$ cat src/rtl/grid_pkg.sv
// rtl/grid_pkg.sv - shared level-grid constants, cell codes and spawner state encoding
package grid_pkg;
  localparam int GRID_W = 40;
  localparam int GRID_H = 30;
  localparam int X_W    = 6;
  localparam int Y_W    = 5;

  localparam logic [2:0] CELL_AIR   = 3'd0;
  localparam logic [2:0] CELL_ENEMY = 3'd4;

  typedef enum logic [2:0] {
    ST_IDLE,
    ST_SCAN,
    ST_EVAL,
    ST_PICK,
    ST_PROBE,
    ST_WRITE,
    ST_DONE
  } spawn_state_t;
endpackage

$ cat src/rtl/lfsr16.sv
// rtl/lfsr16.sv - free-running 16-bit Galois LFSR, taps 16,14,13,11
module lfsr16 #(
  parameter logic [15:0] SEED = 16'hACE1
) (
  input  logic        clock,
  input  logic        reset,
  output logic [15:0] state
);
  always_ff @(posedge clock or negedge reset) begin
    if (!reset) state <= SEED;
    else        state <= {1'b0, state[15:1]} ^ (state[0] ? 16'hB400 : 16'h0000);
  end
endmodule

$ cat src/rtl/enemy_spawner.sv
// rtl/enemy_spawner.sv - counts live enemies on the grid and spawns one on a random air cell
// Optional macro SPAWN_GUARD_EN widens the player keep-out from one cell to a 5x5 square.
module enemy_spawner
  import grid_pkg::*;
#(
  parameter int          MAX_ENEMIES = 8,
  parameter int          MAX_TRIES   = 16,
  parameter logic [15:0] LFSR_SEED   = 16'hACE1
) (
  input  logic             clock,
  input  logic             reset,
  input  logic             start,
  output logic             done,
  output logic             spawned,
  output logic [3:0]       enemy_count,
  input  logic [X_W-1:0]   player_x,
  input  logic [Y_W-1:0]   player_y,
  output logic [X_W-1:0]   grid_x,
  output logic [Y_W-1:0]   grid_y,
  input  logic [2:0]       grid_out,
  output logic             grid_write,
  output logic [2:0]       grid_in
);
  localparam logic [X_W-1:0] LAST_X   = X_W'(GRID_W - 1);
  localparam logic [Y_W-1:0] LAST_Y   = Y_W'(GRID_H - 1);
  localparam logic [3:0]     CAP      = 4'(MAX_ENEMIES);
  localparam logic [4:0]     TRY_LIM  = 5'(MAX_TRIES);

  spawn_state_t   state;
  logic [4:0]     tries;
  logic [15:0]    lfsr;
  logic [X_W-1:0] pick_x;
  logic [Y_W-1:0] pick_y;
  logic           near_player;
  logic           reject;
  logic           unused_lfsr_bits;

  lfsr16 #(.SEED(LFSR_SEED)) u_lfsr (
    .clock (clock),
    .reset (reset),
    .state (lfsr)
  );

  assign pick_x           = lfsr[5:0];
  assign pick_y           = lfsr[12:8];
  assign unused_lfsr_bits = ^{lfsr[15:13], lfsr[7:6]};

`ifdef SPAWN_GUARD_EN
  logic [X_W-1:0] dx;
  logic [Y_W-1:0] dy;
  assign dx          = (pick_x >= player_x) ? pick_x - player_x : player_x - pick_x;
  assign dy          = (pick_y >= player_y) ? pick_y - player_y : player_y - pick_y;
  assign near_player = (dx <= X_W'(2)) && (dy <= Y_W'(2));
`else
  assign near_player = (pick_x == player_x) && (pick_y == player_y);
`endif

  assign reject = (pick_x > LAST_X) || (pick_y > LAST_Y) || near_player;

  always_ff @(posedge clock or negedge reset) begin
    if (!reset) begin
      state       <= ST_IDLE;
      done        <= 1'b0;
      spawned     <= 1'b0;
      enemy_count <= 4'd0;
      grid_x      <= '0;
      grid_y      <= '0;
      grid_write  <= 1'b0;
      grid_in     <= CELL_AIR;
      tries       <= 5'd0;
    end else begin
      done       <= 1'b0;
      grid_write <= 1'b0;
      grid_in    <= CELL_AIR;
      case (state)
        ST_IDLE: begin
          if (start) begin
            state       <= ST_SCAN;
            grid_x      <= '0;
            grid_y      <= '0;
            enemy_count <= 4'd0;
            spawned     <= 1'b0;
          end
        end
        ST_SCAN: begin
          if (grid_out == CELL_ENEMY && enemy_count < CAP)
            enemy_count <= enemy_count + 4'd1;
          if (grid_x == LAST_X) begin
            grid_x <= '0;
            if (grid_y == LAST_Y) state  <= ST_EVAL;
            else                  grid_y <= grid_y + Y_W'(1);
          end else begin
            grid_x <= grid_x + X_W'(1);
          end
        end
        ST_EVAL: begin
          if (enemy_count >= CAP) begin
            state <= ST_DONE;
          end else begin
            tries <= 5'd0;
            state <= ST_PICK;
          end
        end
        ST_PICK: begin
          tries <= tries + 5'd1;
          if (reject) begin
            if (tries + 5'd1 == TRY_LIM) state <= ST_DONE;
          end else begin
            // grid_x/grid_y double as the latched candidate for PROBE and WRITE
            grid_x <= pick_x;
            grid_y <= pick_y;
            state  <= ST_PROBE;
          end
        end
        ST_PROBE: begin
          if (grid_out == CELL_AIR) begin
            grid_write <= 1'b1;
            grid_in    <= CELL_ENEMY;
            state      <= ST_WRITE;
          end else if (tries == TRY_LIM) begin
            state <= ST_DONE;
          end else begin
            state <= ST_PICK;
          end
        end
        ST_WRITE: begin
          spawned <= 1'b1;
          state   <= ST_DONE;
        end
        ST_DONE: begin
          done  <= 1'b1;
          state <= ST_IDLE;
        end
        default: state <= ST_IDLE;
      endcase
    end
  end
endmodule
$ cat config.mk
export PLATFORM = sky130hd
export DESIGN_NAME = enemy_spawner
export DESIGN_NICKNAME = d
export VERILOG_FILES = /design/src/rtl/grid_pkg.sv /design/src/rtl/lfsr16.sv /design/src/rtl/enemy_spawner.sv
export SDC_FILE = /design/constraint.sdc
export NUM_CORES = 1
export LEC_CHECK = 0
export ABC_AREA = 1
export CORE_UTILIZATION = 57
export DETAILED_ROUTE_END_ITERATION = 12
export PLACE_DENSITY = 0.91
export SLEW_MARGIN = 15
export SYNTH_ARGS = -nofsm -noshare
export SYNTH_HDL_FRONTEND = slang
export SYNTH_HIERARCHICAL = 1
export SYNTH_SLANG_ARGS = --single-unit
$ cat constraint.sdc
create_clock -name clock -period 3.5 [get_ports clock]
set_input_delay 0.35 -clock clock [delete_from_list [all_inputs] [get_ports clock]]
set_output_delay 0.35 -clock clock [all_outputs]
set_load 0.02 [all_outputs]
Yosys cells after proc, flatten, opt, wreduce, memory -nomap -nowiden. Cells that the tools add are included.

Input port bits: 17. Bits in registers: 45. Output and inout port bits: 21. Logic and storage cells: 87.

Mux-type cells: 31. Equality and inequality tests: 21. Bitwise gates (word level): 1. Magnitude comparators: 4. Add/sub/neg operators: 4. Reductions and logical operators: 16.

Operators with widths (number): two-way mux 3 bit (10); two-way mux 5 bit (5); two-way mux 6 bit (3); case mux 3 bit (6 select lines) (1); case mux 6 bit (3 select lines) (1); two-way mux 16 bit (1); bitwise XOR 15 x 16 -> 16 bit (1); == test 5 bit, second input constant (3); case mux 5 bit (3 select lines) (1); != test 2 bit, second input constant (7); == test 3 bit, second input constant (4); adder 5 x 1 -> 5 bit, second input constant (2); case mux 5 bit (2 select lines) (1); two-way mux 4 bit (2); case mux 4 bit (2 select lines) (1); adder 6 x 1 -> 6 bit, second input constant (1); == test 3 x 2 -> 1 bit, second input constant (2); == test 6 bit (1); == test 6 bit, second input constant (1); greater-than comparator 6 bit, second input constant (1); zero test 3 bit (2); AND reduction 3 bit (2); nonzero test 2 bit (3); == test 5 bit (1); 14 further kinds (20).

Longest topological paths before layout.
Word-level depth: 5. Mapped depth: 12. Depth with buffers taken out: 12.

Modules after synthesis. The synthesis kept the hierarchy.

By module, submodules not included: enemy_spawner (cells each 257, area an instance 1870.5 sq um, instances 1, seq. area each 650.6 sq um); lfsr16 (cells each 29, area an instance 459.2 sq um, instances 1, seq. area each 410.4 sq um).

Least setup slack after synthesis. No wires, ideal clock.

Kind: register to register. From: register grid_x[0]. To: register grid_y[2]. Period minus slack after synthesis: 1.587 ns. Data arrival time: 1.469 ns. Stages on the path, launching flop included: 9. Data required time: 3.382 ns. Setup slack: 1.913 ns. Setup time: 0.118 ns. Buffers on the path: 0. Cells stage by stage: dfrtp_1 -> ha_1 -> nand2_1 -> o21ai_4 -> nand2_4 -> nor2_4 -> nand3_2 -> nand2_1 -> nand2_1.

Word-level cells in the longest chain between the ends: 3.

Ends and longest elaborated chain: start, declared (line enemy_spawner.sv:18) `output logic [X_W-1:0] grid_x,`; start signal, assigned (line enemy_spawner.sv:93) `grid_x <= grid_x + X_W'(1);`; start signal, assigned (line enemy_spawner.sv:110) `grid_x <= pick_x;`; == test 6 bit (line enemy_spawner.sv:88) `if (grid_x == LAST_X) begin`; != test 2 bit (no source line); AND reduction 5 bit (no source line); end signal, assigned (line enemy_spawner.sv:91) `else grid_y <= grid_y + Y_W'(1);`; end signal, assigned (line enemy_spawner.sv:111) `grid_y <= pick_y;`; end, declared (line enemy_spawner.sv:19) `output logic [Y_W-1:0] grid_y,`.

Every way passes these cells. A chain may end at the register's enable or synchronous reset.

==> summary.txt <==
Synth
  • Commonest cells post-synth: nand2_1, inv_1, dfrtp_1
  • Top_reg_cell synth: dfrtp_1
  • Fraction of registers with async set/reset: 100%
  • Cells after Synth: around 290
  • Top-count cell post-synth: nand2_1
  • Yosys Warn Count: 6
  • Synth top area cells: dfrtp_1, nand2_1, dfstp_2
  • Syn avg cell area: 8.15 um^2
  • Number of distinct library cells after synthesis: 32
  • Number of flops mapped to enable cells by yosys: 0
  • Synth top area share: between 30 and 40%
  • Yosys top cell by area: dfrtp_1
  • FF+latch count, synth: 42
  • Seq/Total Area, Yosys: 45.5%
  • Syn Std Cell Area: approximately 0.0023 mm^2

Clocking
  • Number of hold buffers added after CTS: 0
  • Clock sinks: 42
  • Post-CTS sizing: 0
  • Post-CTS setup buffers: 0
  • CTS H-tree lvls: 2
  • Longest Clk Path Bufs: 2
  • Clock transition at the registers of the reported paths: ~0.08 ns
  • CTS tree: built
  • CTS Buf Count: 5
  • Skew-Pair Late Insertion Delay: roughly 0.3 ns
  • Root Driver: clkbuf_8

Die
  • Core Rows: 22
  • Core area: 0.00380 mm^2
  • I/O pins: 38
  • Die ar.: about 0.0043 mm^2
  • Chip height: 65.9 um
  • Die Wd: between 60 and 70 um
  • Initial Util: approximately three fifths

Drt
  • DR iter-0 viols: 137
  • 1st-pass router iterations: 5
  • Routed vias: roughly 2,000
  • Drt wl/cell: 13.1 um
  • Final routed DRC violation total: 0
  • ANT nets after route: 0
  • Routed wire length: 4860 um
  • Vias/cell: ~5.5

Critical path
  • Worst R2R Setup Slack: between 1.5 and 2 ns
  • Worst r2r dst: grid_x[5]
  • CP Launch Type: flip-flop
  • Worst R2R Path Depth: 5
  • Worst R2R Start: state[0]
  • Worst setup EP type: flip-flop
  • Worst EP required: between 3 and 4 ns
  • Worst Path Arrival: around 2.2 ns
  • Worst setup path start: state[0]
  • Kind of critical path: flip-flop to flip-flop
  • Crit path max fanout: 13

STA
  • Final setup violation count: 0
  • Final Critical Period: about 2.0 ns
  • Final Cycle Share: between 50% and 60%
  • Slew HR: a little under a third
  • Worst-Margin Slew: approximately 1.0 ns
  • Final Hold Viols: 0
  • Worst Skew: a little over 0.009 ns
  • Slew Viols, Final: 0
  • RSZ-0062 raised after global routing: no
  • Max Clk Rate: roughly 500 MHz
  • Setup TNS: 0 ns
  • Hold WS: 0.184 ns

Finish
  • Flip-flop and latch area: 0.00106 mm^2
  • Layout area overhead: 19.8%
  • Layout cell share with drive strength beyond 1: a little over a tenth
  • # diodes: 0
  • Area of the multi-input gates: ~0.0011 mm^2
  • Nets: 347
  • # fillers: about 290

Pwr
  • Worst VDD drop: slightly below 400 uV
  • Power Dens Cells: between 500 and 600 mW/mm^2
  • Leakage: 0.00132 uW

Global route
  • First-pass GRT wire length: ~8500 um
  • Vias in the first global route: 1,972
  • Largest net degree at the start of global routing: 43
  • Global route overflow: 0
  • Antenna violations before repair: 0
  • Total GRT Usage: 25.8%

Place
  • Count of input and output buffers: 35
  • Gpl congestion: 0.895
  • HPWL Detailed: around 3500 um

Min path
  • HP Class: primary input to asynchronous set/reset pin

Status
  • Status: finished, final reports clean

Flow run
  • Max-cap violations: 0
[area by class of cell]
cell class | instances | area share [%]
clock buffer | 8 | 3.23
inverter | 43 | 6.05
multi-input combinational | 196 | 38.2
sequential | 42 | 38.0
tap | 48 | 2.15
timing repair buffer | 35 | 12.4
[cells in the final DEF (no fill, tap or decap)]
| cell | instances |
|---|---|
| o22ai_1 | 9 |
| o21bai_1 | 1 |
| a21oi_2 | 1 |
| inv_1 | 37 |
| nand2_1 | 83 |
| nand3_1 | 12 |
| inv_4 | 1 |
| o211ai_1 | 1 |
| nand3_2 | 3 |
| nor2_1 | 20 |
| clkdlybuf4s50_1 | 34 |
| ha_1 | 7 |
| nand2_2 | 1 |
| xor2_1 | 6 |
| xnor2_1 | 4 |
| a21oi_1 | 5 |
| a211oi_1 | 1 |
| clkbuf_1 | 2 |
| conb_1 | 2 |
| nor3_1 | 2 |
| o21ai_4 | 2 |
| nand4_1 | 16 |
| a22oi_1 | 1 |
| dfstp_2 | 8 |
| clkbuf_8 | 6 |
| dfrtp_1 | 34 |
| nand2_4 | 3 |
| and3_1 | 1 |
| inv_6 | 1 |
| nor2_4 | 3 |
| buf_2 | 1 |
| o32ai_1 | 1 |
| inv_2 | 4 |
| o21ai_0 | 11 |
[stage by stage]
| step | setup WS, ns | utilization, % | std cells | cell area (um^2) | total power (uW) |
|---|---|---|---|---|---|
| final | 1.52 | 73.5 | 372 | 2790 | 1530 |
| after global routing | 1.36 | 73.5 | 372 | 2790 | 1630 |
| after CTS | 1.59 | 73.5 | 372 | 2790 | 1530 |
| after detailed placement | 1.51 | 71.1 | 364 | 2700 | 1210 |
| after global placement | 1.56 | 71.1 | 364 | 2700 | 1190 |
| after floorplan | 1.91 | - | 287 | 2330 | 1030 |
[layer usage]
layer	up-vias	global-route usage (%)	routed length, um
li1	990	-	-
met3	10	6.38	294
met4	0	8.78	74
met2	82	42.5	2300
met5	-	0	0
met1	959	33.0	2190
[power breakdown]
part           internal, uW  leakage (uW)  switching, uW
registers               543      0.000549           71.2
clock network           161     0.0000455            159
logic                   219      0.000722            379
total                   923       0.00132            609
[how the worst max path moves through the flow]
stage | to | slack, ns | cells past startpoint
6_report | grid_x[5] | 1.52 | 5
3_3_place_gp | grid_x[5] | 1.56 | 13
2_1_floorplan | grid_y[2] | 1.91 | 8
4_1_cts | grid_x[5] | 1.59 | 7
5_1_grt | grid_x[5] | 1.36 | 7
3_5_place_dp | grid_x[5] | 1.51 | 13
[worst max-delay path, cell delays in order (launching register included)]
cell     delay [ns]
dfrtp_1        0.45
inv_2          0.09
a21oi_1        0.79
nand3_1        0.34
nand2_1        0.14
nand2_1        0.06
[sequential cells by signal, indices dropped and copies added (netlist names)]
name and flops:
tries 5, grid_y 5, state 3, u_lfsr/state 16, enemy_count 4, grid_x 6, spawned 1, done 1
grid_in 1
[cell families (layout without fill, tap and decap cells)]
logic type / count (synthesis) / count (layout) / share of synthesized area [%]
compound gates: 33 / 33 / 9.29
xor+xnor: 10 / 10 / 3.76
fa+ha+maj: 7 / 7 / 3.76
buf+inv: 49 / 86 / 8.86
flops: 42 / 42 / 45.5
other cells: 1 / 2 / 0.161
simple gates: 144 / 144 / 28.6
Power figures use the tool's default switching activity.
